===== src/rtl/seg7_scan_ctrl.sv =====
`default_nettype none
// ============================================================================
// Module   : seg7_scan_ctrl
// Purpose  : Multiplexed scan controller for N common-anode 7-segment digits.
//            The packed nibbles and per-digit masks are captured into shadow
//            registers once per frame, so a digit never changes while it is
//            partly lit. Each digit slot starts with GUARD cycles of all
//            anodes off, which prevents ghosting between digits. The glyph
//            set is hex or decimal; in decimal mode nibbles 10..15 show a
//            dash.
// Ports    : clk         - clock
//            reset       - synchronous, active-high reset
//            digits      - 4*N_DIGITS packed nibbles, digit 0 is rightmost
//            hex_mode    - 1: A..F glyphs, 0: dash for nibbles 10..15
//            dp_mask     - per-digit decimal point enable
//            blank_mask  - per-digit force-dark
//            blink_mask  - per-digit blink enable
//            anodes_n    - active-low digit enables (registered)
//            cathodes_n  - active-low segments {a..g}, bit 6 = a (registered)
//            dp_n        - active-low decimal point (registered)
//            frame_start - one-cycle pulse, one cycle after each shadow load
// Config   : define SEG7_BLINK_EN to build the blink logic. Without it,
//            blink_mask has no effect.
// Revision : 1.0 - initial release
// ============================================================================
module seg7_scan_ctrl #(
    parameter int N_DIGITS     = 8,
    parameter int SCAN_DIV     = 100000,
    parameter int GUARD        = 1000,
    parameter int BLINK_FRAMES = 64
) (
    input  logic                  clk,
    input  logic                  reset,
    input  logic [4*N_DIGITS-1:0] digits,
    input  logic                  hex_mode,
    input  logic [N_DIGITS-1:0]   dp_mask,
    input  logic [N_DIGITS-1:0]   blank_mask,
    input  logic [N_DIGITS-1:0]   blink_mask,
    output logic [N_DIGITS-1:0]   anodes_n,
    output logic [6:0]            cathodes_n,
    output logic                  dp_n,
    output logic                  frame_start
);

    localparam int PRE_W = (SCAN_DIV > 1) ? $clog2(SCAN_DIV) : 1;
    localparam int IDX_W = (N_DIGITS > 1) ? $clog2(N_DIGITS) : 1;
    localparam logic [PRE_W-1:0] c_PRE_LAST = PRE_W'(SCAN_DIV - 1);
    localparam logic [IDX_W-1:0] c_IDX_LAST = IDX_W'(N_DIGITS - 1);

    // Scan counters and shadow registers
    logic [PRE_W-1:0]      r_pre;
    logic [IDX_W-1:0]      r_idx;
    logic                  r_first;
    logic [4*N_DIGITS-1:0] r_sh_digits;
    logic [N_DIGITS-1:0]   r_sh_dp;
    logic [N_DIGITS-1:0]   r_sh_blank;
    logic                  r_sh_hex;

    // Registered outputs
    logic [N_DIGITS-1:0]   r_anodes_n;
    logic [6:0]            r_cathodes_n;
    logic                  r_dp_n;
    logic                  r_frame_start;

    // Combinational selection for the current slot
    logic                  w_tick;
    logic                  w_tick_load;
    logic                  w_load;
    logic [3:0]            w_nibble;
    logic                  w_dp_sel;
    logic                  w_blank_sel;
    logic                  w_blink_dark;
    logic                  w_guard_ok;
    logic                  w_lit;
    logic [6:0]            w_glyph;
    logic [N_DIGITS-1:0]   w_anodes_next;

    // Active-low segment patterns {a,b,c,d,e,f,g}
    function automatic logic [6:0] f_glyph(input logic [3:0] nib, input logic hex);
        logic [6:0] seg;
        case (nib)
            4'h0:    seg = 7'b0000001;
            4'h1:    seg = 7'b1001111;
            4'h2:    seg = 7'b0010010;
            4'h3:    seg = 7'b0000110;
            4'h4:    seg = 7'b1001100;
            4'h5:    seg = 7'b0100100;
            4'h6:    seg = 7'b0100000;
            4'h7:    seg = 7'b0001111;
            4'h8:    seg = 7'b0000000;
            4'h9:    seg = 7'b0000100;
            4'hA:    seg = 7'b0001000;
            4'hB:    seg = 7'b1100000;
            4'hC:    seg = 7'b0110001;
            4'hD:    seg = 7'b1000010;
            4'hE:    seg = 7'b0110000;
            default: seg = 7'b0111000;
        endcase
        // Decimal mode shows a dash for any non-decimal nibble
        if (!hex && (nib > 4'd9)) begin
            seg = 7'b1111110;
        end
        return seg;
    endfunction

    assign w_tick      = (r_pre == c_PRE_LAST);
    assign w_tick_load = w_tick && (r_idx == c_IDX_LAST);
    // The first cycle out of reset also loads, so a display is valid
    // without waiting a whole frame.
    assign w_load      = w_tick_load || r_first;

    // ------------------------------------------------------------------
    // Prescaler, slot index and shadow capture
    // ------------------------------------------------------------------
    always_ff @(posedge clk) begin
        if (reset) begin
            r_pre       <= '0;
            r_idx       <= '0;
            r_first     <= 1'b1;
            r_sh_digits <= '0;
            r_sh_dp     <= '0;
            r_sh_blank  <= '1;
            r_sh_hex    <= 1'b0;
        end else begin
            r_first <= 1'b0;
            r_pre   <= w_tick ? '0 : r_pre + 1'b1;
            if (w_tick) begin
                r_idx <= (r_idx == c_IDX_LAST) ? '0 : r_idx + 1'b1;
            end
            if (w_load) begin
                r_sh_digits <= digits;
                r_sh_dp     <= dp_mask;
                r_sh_blank  <= blank_mask;
                r_sh_hex    <= hex_mode;
            end
        end
    end

    // ------------------------------------------------------------------
    // Blink phase: toggles every BLINK_FRAMES full frames
    // ------------------------------------------------------------------
`ifdef SEG7_BLINK_EN
    localparam int FC_W = (BLINK_FRAMES > 1) ? $clog2(BLINK_FRAMES) : 1;
    localparam logic [FC_W-1:0] c_FC_LAST = FC_W'(BLINK_FRAMES - 1);

    logic [N_DIGITS-1:0] r_sh_blink;
    logic [FC_W-1:0]     r_frame_cnt;
    logic                r_blink_phase;
    logic                w_blink_sel;

    always_ff @(posedge clk) begin
        if (reset) begin
            r_sh_blink    <= '0;
            r_frame_cnt   <= '0;
            r_blink_phase <= 1'b0;
        end else begin
            if (w_load) begin
                r_sh_blink <= blink_mask;
            end
            // Only frame-end loads count; the post-reset load starts frame 0
            if (w_tick_load) begin
                if (r_frame_cnt == c_FC_LAST) begin
                    r_frame_cnt   <= '0;
                    r_blink_phase <= ~r_blink_phase;
                end else begin
                    r_frame_cnt <= r_frame_cnt + 1'b1;
                end
            end
        end
    end

    always_comb begin
        w_blink_sel = 1'b0;
        for (int i = 0; i < N_DIGITS; i++) begin
            if (r_idx == IDX_W'(i)) begin
                w_blink_sel = r_sh_blink[i];
            end
        end
    end

    assign w_blink_dark = r_blink_phase & w_blink_sel;
`else
    // Blink phase is permanently 0, so blink_mask never darkens a digit
    logic w_unused_blink;
    assign w_unused_blink = ^blink_mask;
    assign w_blink_dark   = 1'b0;
`endif

    // ------------------------------------------------------------------
    // Current-slot selection and lighting decision
    // ------------------------------------------------------------------
    always_comb begin
        w_nibble    = '0;
        w_dp_sel    = 1'b0;
        w_blank_sel = 1'b0;
        for (int i = 0; i < N_DIGITS; i++) begin
            if (r_idx == IDX_W'(i)) begin
                w_nibble    = r_sh_digits[4*i +: 4];
                w_dp_sel    = r_sh_dp[i];
                w_blank_sel = r_sh_blank[i];
            end
        end
    end

    // With no guard interval, the comparison would be constant-true
    generate
        if (GUARD == 0) begin : g_no_guard
            assign w_guard_ok = 1'b1;
        end else begin : g_guard
            localparam logic [PRE_W-1:0] c_GUARD = PRE_W'(GUARD);
            assign w_guard_ok = (r_pre >= c_GUARD);
        end
    endgenerate

    assign w_lit   = w_guard_ok && !w_blank_sel && !w_blink_dark;
    assign w_glyph = f_glyph(w_nibble, r_sh_hex);

    always_comb begin
        w_anodes_next = '1;
        for (int i = 0; i < N_DIGITS; i++) begin
            if (w_lit && (r_idx == IDX_W'(i))) begin
                w_anodes_next[i] = 1'b0;
            end
        end
    end

    // ------------------------------------------------------------------
    // Output registers: one cycle behind counter and shadow state
    // ------------------------------------------------------------------
    always_ff @(posedge clk) begin
        if (reset) begin
            r_anodes_n    <= '1;
            r_cathodes_n  <= 7'h7F;
            r_dp_n        <= 1'b1;
            r_frame_start <= 1'b0;
        end else begin
            r_anodes_n    <= w_anodes_next;
            r_cathodes_n  <= w_lit ? w_glyph : 7'h7F;
            r_dp_n        <= w_lit ? ~w_dp_sel : 1'b1;
            r_frame_start <= w_load;
        end
    end

    assign anodes_n    = r_anodes_n;
    assign cathodes_n  = r_cathodes_n;
    assign dp_n        = r_dp_n;
    assign frame_start = r_frame_start;

endmodule
`default_nettype wire


===== config.mk =====
export PLATFORM = sky130hd
export DESIGN_NAME = seg7_scan_ctrl
export DESIGN_NICKNAME = d
export VERILOG_FILES = /design/src/rtl/seg7_scan_ctrl.sv
export SDC_FILE = /design/constraint.sdc
export NUM_CORES = 1
export LEC_CHECK = 0
export ABC_AREA = 1
export CAP_MARGIN = 10
export CORE_MARGIN = 10
export CORE_UTILIZATION = 30
export DETAILED_ROUTE_END_ITERATION = 6
export PLACE_DENSITY_LB_ADDON = 0.3
export SLEW_MARGIN = 0
export SYNTH_ARGS = -nofsm -noshare
export SYNTH_HDL_FRONTEND = slang
export SYNTH_SLANG_ARGS = --single-unit
export TNS_END_PERCENT = 1

===== constraint.sdc =====
create_clock -name clk -period 3.4 [get_ports clk]
set_input_delay 0.51 -clock clk [delete_from_list [all_inputs] [get_ports clk]]
set_output_delay 0.51 -clock clk [all_outputs]
set_load 0.1 [all_outputs]

### After elaboration in Yosys (flattened, before gate mapping)

Memories as Yosys holds them, arrays and structs flattened.
Index checks and enable logic that the tools add are counted.

* register bits: 87
* bits in latches: 0
* memory bits (writable): 0
* bits in read-only memories: 112
* bits of input ports: 59
* logic and storage cells: 80
* memories: 1

* $add $sub $neg: 2
* multiply operators: 0
* divide/modulo/power cells: 0
* order comparisons: 2
* equal/unequal tests: 8
* shift operators: 0
* multiplexer cells: 35
* bitwise operators: 2
* reduce and logical (&&, ||, !) cells: 18

Memories
* (no name shown): depth 16, bits a word 7, rd ports 1, clocked after Yosys merged registers in 0, wr ports 0, RTL line 81 `case (nib)`

Operator list (number)
* $mux W4: 8
* $mux W1: 26
* $add A17 B1 Y17 const B: 1
* $eq A17 B17 Y1 const B: 1
* $ge A17 B10 Y1 const B: 1
* $eq A3 B3 Y1 const B: 4
* $logic_and A1 B1 Y1: 11
* $eq A3 B2 Y1 const B: 2
* $gt A4 B4 Y1 const B: 1
* $reduce_or A2 Y1: 2
* $add A3 B1 Y3 const B: 1
* $eq A3 B1 Y1 const B: 1
* $logic_not A3 Y1: 1
* $mux W3: 1
* $reduce_or A3 Y1: 1
* $logic_not A1 Y1: 2
* $not A1 Y1: 2
* $logic_or A1 B1 Y1: 1

### Longest topological paths before layout

Gate-level depths: netlist of the first run.

* word-level depth: 13
* gate-level depth with buffers: 21
* depth with buffers taken out: 20

### Worst setup path before layout of the first run

Ideal clock, no wire load.

* kind: reg2reg
* start point: register r_idx[2]
* end point: register r_cathodes_n[1], in the netlist cathodes_n[1]
* library setup time: 118 ps
* arrival time: 2167 ps
* data required time: 3282 ps
* path slack: 1115 ps
* cell stages (with the launch flop): 19
* path buffers: 2
* cell sequence: dfxtp_1 > buf_6 > inv_4 > ha_1 > clkbuf_1 > inv_2 > o21ai_0 > inv_1 > nand2_1 > nand2_1 > nand2_1 > nand2_1 > a21oi_1 > ha_1 > nand3_1 > nand2_1 > nor2_2 > nor2_4 > nand2_1

* longest elaborated chain between the ends: 13
* elaborated cells on any way between the ends: 31

RTL lines
* start, declared: RTL line 52 `logic [IDX_W-1:0] r_idx;`
* start signal, assigned: RTL line 128 `r_idx <= (r_idx == c_IDX_LAST) ? '0 : r_idx + 1'b1;`
* branches (longest 13 deep; another with $gt A4 B4 Y1)
* end signal, assigned: RTL line 238 `r_cathodes_n <= w_lit ? w_glyph : 7'h7F;`
* end, declared: RTL line 61 `logic [6:0] r_cathodes_n;`

Several ways; the timed one is not identified.
A chain may end at the register's enable or synchronous reset.

### Final worst setup path of the first run

* start point: register r_idx[0]
* end point: register r_cathodes_n[2], in the netlist cathodes_n[2]

Same word-level chain as after synthesis.

==> run_results.csv, run 1 <==
group,metric,value,unit
floorplan,std_cell_rows,43,
detailed_routing,drtAntennaViolNets,0,
yosys,synth_seq_cells,87,
detailed_routing,firstDrtPassIters,4,
yosys,syn_inst,598,
detailed_routing,drt-total-wl,10600,µm
yosys,synth_most_common_cell,"nand2_1",
yosys,syn_nets,671,
critical_path,reg2reg_to,"cathodes_n[2]$_SDFF_PP1_",
power,leakagePower,2.34,nW
critical_path,slowest_stage,"ha_1",
critical_path,crit_path_start_kind,"register",
place,place_congestion,0.859,
critical_path,crit_cells,16,
critical_path,rr_worst_depth,16,
place,place_ws,742,ps
global_routing,grt.total_usage,11.1,%
global_routing,grt_max_degree,53,
sta,rsz0062_at_grt,"no",
sta,clock_skew,7.47,ps
critical_path,critPathTopFamily,"adder cells",
cells_and_area,seq_area,0.00174,mm²
floorplan,die_y,139,µm
sta,max_freq,371,MHz
yosys,synth_mux_area_share,0,%
yosys,yosys.area_share.xor_xnor,0.618,%
yosys,synth_edf_count,0,
yosys,synth_top_family_by_area,"simple AND/OR/NAND/NOR gates",
yosys,synth_compound_area_share,9.38,%
floorplan,core,0.0139,mm²
sta,slew_headroom,30.0,%
cts,cts_tree,"built",
critical_path,worstPathRequired,3640,ps
cts,cts_resized,0,
cts,clockBufferDepth,2,
sta,finalHoldViolations,0,
status,status,"finished clean",
detailed_routing,routed_via_density,4.50,
critical_path,ff2ff_setup_slack,700,ps
power,power_density,459,mW/mm²
sta,fin_crit_sh,79.4,%
yosys,yosysWarningCount,0,
cts,cts-root-buf,"clkbuf_16",
yosys,avgSynthCellArea,7.11,µm²
cells_and_area,n_fill_cell,1427,
yosys,syn_area,0.00425,mm²
cts,clk_latency,360,ps
cells_and_area,multi_input_area,0.00214,mm²
floorplan,die_w,139,µm
cts,ctsHoldBuffers,0,
global_routing,grt_pass1_vias,3803,
yosys,yosys.area_share.adder,4.12,%
critical_path,endpoint_kind,"register",
worst_hold_path,hp-class,"reg -> reg",
floorplan,start_util,30.6,%
global_routing,grt_first_pass_wirelength,17900,µm
place,dpl.hpwl,7690,µm
detailed_routing,drc,0,
detailed_routing,drt-initial-drc-count,248,
power,total_power,2.47,mW
global_routing,grt_antenna_before_repair,0,
critical_path,cp.buffers_inverters,2,
yosys,synth_commonest_cells,"nand2_1 (137), nor2_1 (98), dfxtp_1 (87)",
yosys,synth-simple-area-share,36.2,%
worst_hold_path,hold_depth,1,
place,io_buffers,67,
yosys,synth-main-ff-cell,"dfxtp_1",
yosys,ys_seq_area_share,40.9,%
yosys,ys_top_cells_by_area,"dfxtp_1 (41%), nand2_1 (12%), nor2_1 (8.6%)",
place,place_inst,826,
cts,numCtsBuffers,9,
floorplan,io_pins,76,
worst_hold_path,worstHoldEndpoint,"r_pre[0]$_SDFF_PP0_",
critical_path,crit_chain,"ha_1, ha_1, inv_2, o21ai_0, inv_1, nand2_1, nand2_1, nand2_1, nand2_1, a21oi_1, ha_1, nand3_1, nand2_1, nor2_2, nor2_4, nand2_1",
critical_path,max_stage_delay,400,ps
cts,cts_setup_buffers,0,
critical_path,r2r_start,"r_idx[0]$_SDFFE_PP0N_",
critical_path,worst_path_most_repeated_cell,"nand2_1",
flow_run,cap_violations,0,
cts,path_clk_slew,70,ps
detailed_routing,drt-wirelength-per-cell,12.6,µm
detailed_routing,vias,3790,
cells_and_area,drive_gt1_share,12.1,%
power,peakVddDrop,283,µV
cells_and_area,area_growth_syn_to_layout,26.6,%
yosys,synth.distinct_cells,39,
sta,tns,0,ps
sta,fin_ws,702,ps
critical_path,cp.arrival,2940,ps
critical_path,worstSetupPathType,"reg -> reg",
critical_path,crit_fanout,8,
sta,setup_viol,0,
cells_and_area,stdcell_count,842,
cells_and_area,antenna_cells,0,
sta,drv_slew,0,
yosys,yosysTopAreaCellShare,40.9,%
cells_and_area,nets,730,
cells_and_area,fin_util,38.8,%
cts,clock_sinks,87,
yosys,async_flop_share,0,%
cts,cts_max_level,3,
floorplan,dieArea,0.0193,mm²
yosys,synth_top_area_cell,"dfxtp_1",
sta,tightest_slew,1050,ps
global_routing,grt-ovfl-total,0,
sta,min_period,2700,ps
worst_hold_path,min_from,"r_pre[0]$_SDFF_PP0_",
worst max path at each step:
| stage | startpoint | to | slack [ps] |
|---|---|---|---|
| final | r_idx[0]$_SDFFE_PP0N_ | cathodes_n[2]$_SDFF_PP1_ | 700 |
| after CTS | r_idx[0]$_SDFFE_PP0N_ | cathodes_n[2]$_SDFF_PP1_ | 700 |
| after global placement | r_idx[0]$_SDFFE_PP0N_ | cathodes_n[2]$_SDFF_PP1_ | 820 |
| after global routing | r_idx[1]$_SDFFE_PP0N_ | cathodes_n[2]$_SDFF_PP1_ | 400 |
| after floorplan | r_idx[2]$_SDFFE_PP0N_ | cathodes_n[1]$_SDFF_PP1_ | 1110 |
| after detailed placement | r_idx[0]$_SDFFE_PP0N_ | cathodes_n[2]$_SDFF_PP1_ | 740 |
registers in the layout, indices dropped and copies added (netlist names):
signal / flops
dp_n: 1
anodes_n: 8
r_sh_blank: 8
r_first: 1
r_idx: 3
r_sh_hex: 1
r_pre: 17
frame_start: 1
r_sh_digits: 32
cathodes_n: 7
r_sh_dp: 8
stage by stage:
| stage | hold slack [ps] | cell area [µm²] |
|---|---|---|
| after floorplan | 417 | 4250 |
| after global placement | 428 | 5040 |
| after detailed placement | 442 | 5040 |
| after CTS | 453 | 5380 |
| after global routing | 484 | 5380 |
| final | 450 | 5380 |
cell type report:
class	count	area share, %
tap	180	4.18
multi-input combinational	426	39.7
sequential	87	32.3
timing repair buffer	70	12.9
clock buffer	9	4.18
inverter	63	4.44
clock inverter	7	2.23
routing by layer:
metal  vias to the layer above  global-route usage [%]  part of all wire, %
met5                         -                       0                    0
li1                       1985                       -                    -
met4                         0                    5.00                  2.1
met2                        63                    18.7                   47
met3                        18                    3.36                  4.3
met1                      1724                    12.7                   46
layout by cell type, fill, tap and decap left out, drive strengths merged:
cell,instances
clkinvlp,1
ha,14
nor2,131
nand2,152
o21a,1
buf,3
or2,3
a31oi,1
a21oi,15
o211ai,3
nor3,5
clkdlybuf4s50,67
inv,64
a211oi,1
xor2,2
clkinv,2
bufinv,3
clkbuf,9
nand3,32
xnor2,1
o21ai,53
nor3b,4
dfxtp,87
nand4,4
nor4,3
and3,1
power breakdown:
group | switching, mW | total [mW] | internal, mW | leakage [nW]
logic | 0.127 | 0.234 | 0.107 | 1.45
registers | 0.0225 | 1.09 | 1.06 | 0.716
clock network | 0.432 | 1.15 | 0.720 | 0.166
cell families (layout without fill, tap and decap cells):
family / after synthesis / after routing
and+or+nand+nor: 335 / 335
DFF: 87 / 87
buffers and inverters: 85 / 149
AOI/OAI and AO/OA: 74 / 74
adders and majority gates: 14 / 14
xor gates and xnor gates: 3 / 3
(Power assumes the default switching activity.)
==> inputs of run 2 (changes only) <==
==> constraint.sdc (replaced) <==
create_clock -name clk -period 2.83 [get_ports clk]
set_input_delay 0.4245 -clock clk [delete_from_list [all_inputs] [get_ports clk]]
set_output_delay 0.4245 -clock clk [all_outputs]
set_load 0.1 [all_outputs]
==> run_results.csv, run 2 (synthesis gave the netlist of run 1 again) <==
group,metric,value,unit
critical_path,worstSetupPathType,"reg -> reg",
cts,cts_tree,"built",
sta,finalHoldViolations,0,
global_routing,grt_max_degree,53,
cts,numCtsBuffers,9,
sta,tns,0,ps
power,sequentialPowerShare,44.5,%
sta,tightest_slew,1060,ps
power,power_density,547,mW/mm²
power,peakVddDrop,245,µV
cts,cts-root-buf,"clkbuf_16",
floorplan,die_w,139,µm
cells_and_area,nets,732,
floorplan,std_cell_rows,43,
place,dpl.hpwl,7830,µm
cells_and_area,drive_gt1_share,15.1,%
cells_and_area,final_common_cell,"nand2_1",
flow_run,cap_violations,0,
detailed_routing,drt-initial-drc-count,237,
power,combPwrFrac,9.7,%
detailed_routing,routed_via_density,4.51,
floorplan,start_util,30.6,%
cts,path_clk_slew,60,ps
power,intPower,2.26,mW
place,io_buffers,67,
floorplan,core,0.0139,mm²
floorplan,die_y,139,µm
critical_path,crit_chain,"inv_1, ha_1, inv_1, nor2_1, nand2_1, nand3_1, nand2_1, nand2_1, nand2_1, nand2_1, nand2_1, nand2_1, inv_1, ha_1, nand2_1, nor2_1, a21oi_1, nand2_1",
critical_path,crit_path_start_kind,"register",
sta,slew_headroom,29.5,%
sta,clock_skew,6.45,ps
global_routing,grt_antenna_before_repair,0,
global_routing,grt.total_usage,11.3,%
power,total_power,2.93,mW
global_routing,grt-ovfl-total,0,
cells_and_area,area_growth_syn_to_layout,25.9,%
sta,drv_slew,0,
cts,cts_setup_buffers,0,
sta,setup_viol,0,
sta,fin_crit_sh,88.3,%
detailed_routing,vias,3809,
critical_path,endpoint_kind,"register",
sta,rsz0062_at_grt,"no",
cells_and_area,antenna_cells,0,
detailed_routing,drtAntennaViolNets,0,
critical_path,worstPathRequired,3070,ps
cells_and_area,top_register,"r_sh_digits",
cts,clockBufferDepth,2,
detailed_routing,drt-total-wl,10800,µm
detailed_routing,firstDrtPassIters,4,
worst_hold_path,hp-class,"reg -> reg",
cts,clk_latency,340,ps
critical_path,slowest_stage,"dfxtp_1",
cells_and_area,largest_reg_flops,32,
power,net-switching-power,676,µW
critical_path,crit_fanout,9,
cells_and_area,layout_common_cells,"nand2_1 (137), nor2_1 (98), dfxtp_1 (87)",
power,clkPwrFrac,45.8,%
floorplan,io_pins,76,
sta,min_period,2500,ps
critical_path,cp.arrival,2730,ps
critical_path,worst_path_most_repeated_cell,"nand2_1",
cells_and_area,fin_util,38.6,%
status,status,"finished clean",
power,leakagePower,2.34,nW
critical_path,max_stage_delay,340,ps
cells_and_area,reg_top3,"r_sh_digits x32, r_pre x17",
power,p_sw_share,23.1,%
global_routing,grt_pass1_vias,3787,
cts,cts_max_level,3,
detailed_routing,drt-wirelength-per-cell,12.8,µm
detailed_routing,drc,0,
cts,clock_sinks,87,
global_routing,grt_first_pass_wirelength,18100,µm
sta,max_freq,400,MHz
place,place_congestion,0.850,
floorplan,dieArea,0.0193,mm²
run 2: cell count changes in the layout (fill, tap and decap cells not counted), sizes merged:
cell / previous run / this run
bufinv: 3 / 2
clkbuf: 9 / 12
clkdlybuf4s50: 67 / 50
buf: 3 / 22
inv: 64 / 63
clkinv: 2 / 1
run 2: layout make-up:
type / count / area [µm²]
well taps: 180 / 225
multi-input cells: 426 / 2140
clock buffers: 12 / 267
flip-flops and latches: 87 / 1740
inverters: 63 / 239
clock inverters: 4 / 76.3
repair buffers: 72 / 666
fillers: 1472 / 8520
run 2: worst paths after layout:
| check | start | endpoint | slack, ps | cells past startpoint |
|---|---|---|---|---|
| setup / recovery | r_idx[1]$_SDFFE_PP0N_ | cathodes_n[5]$_SDFF_PP1_ | 330 | 18 |
| hold / removal | r_pre[0]$_SDFF_PP0_ | r_pre[0]$_SDFF_PP0_ | 460 | 1 |
| setup reg to reg | r_idx[1]$_SDFFE_PP0N_ | cathodes_n[5]$_SDFF_PP1_ | 330 | 18 |
| hold reg to reg | r_pre[0]$_SDFF_PP0_ | r_pre[0]$_SDFF_PP0_ | 460 | 1 |
run 2: metrics by stage:
step | worst slack (ps) | instances | hold slack (ps) | area [µm²]
floorplan | 545 | 598 | 417 | 4250
global placement | 330 | 828 | 427 | 5010
detailed placement | 256 | 828 | 448 | 5010
CTS | 212 | 844 | 459 | 5350
global route | 47.0 | 844 | 481 | 5360
finish | 331 | 844 | 455 | 5360
run 2: worst max-delay path: cells and delay by family, from the launching register on:
family / cells / cell delay [ps]
AOI/OAI and AO/OA: 1 / 150
adders and majority gates: 2 / 630
buffers and inverters: 3 / 320
DFF: 1 / 340
and+or+nand+nor: 12 / 950
run 2: timing repair:
action | in CTS | in global routing
endpoints found under the hold margin | 0 | 0
endpoints found under the setup margin | 0 | 6
hold buffers | 0 | 0
resized for setup | 0 | 1
run 2: per-layer routing:
| layer | track usage [%] | part of all wire, % | wire length [µm] |
|---|---|---|---|
| met3 | 3.56 | 4.2 | 455 |
| met1 | 13.1 | 46 | 5000 |
| met5 | 0 | 0 | 0 |
| met2 | 19.4 | 48 | 5220 |
| met4 | 2.97 | 1.2 | 131 |
run 2: power groups by stage:
stage / Sequential [mW] / Clock [mW] / Combinational [mW]
floorplan: 1.33 / 0 / 0.168
global placement: 1.33 / 0 / 0.280
detailed placement: 1.33 / 0 / 0.287
CTS: 1.30 / 1.37 / 0.290
global route: 1.31 / 1.44 / 0.322
finish: 1.30 / 1.34 / 0.285
==> inputs of run 3 (changes only) <==
--- a/config.mk
+++ b/config.mk
@@ -6,7 +6,7 @@
 export NUM_CORES = 1
 export LEC_CHECK = 0
 export ABC_AREA = 1
-export CAP_MARGIN = 10
+export CAP_MARGIN = 0
 export CORE_MARGIN = 10
 export CORE_UTILIZATION = 30
 export DETAILED_ROUTE_END_ITERATION = 6
==> results of run 3 <==
The final DEF is identical to that of run 2; final timing and power are the same.
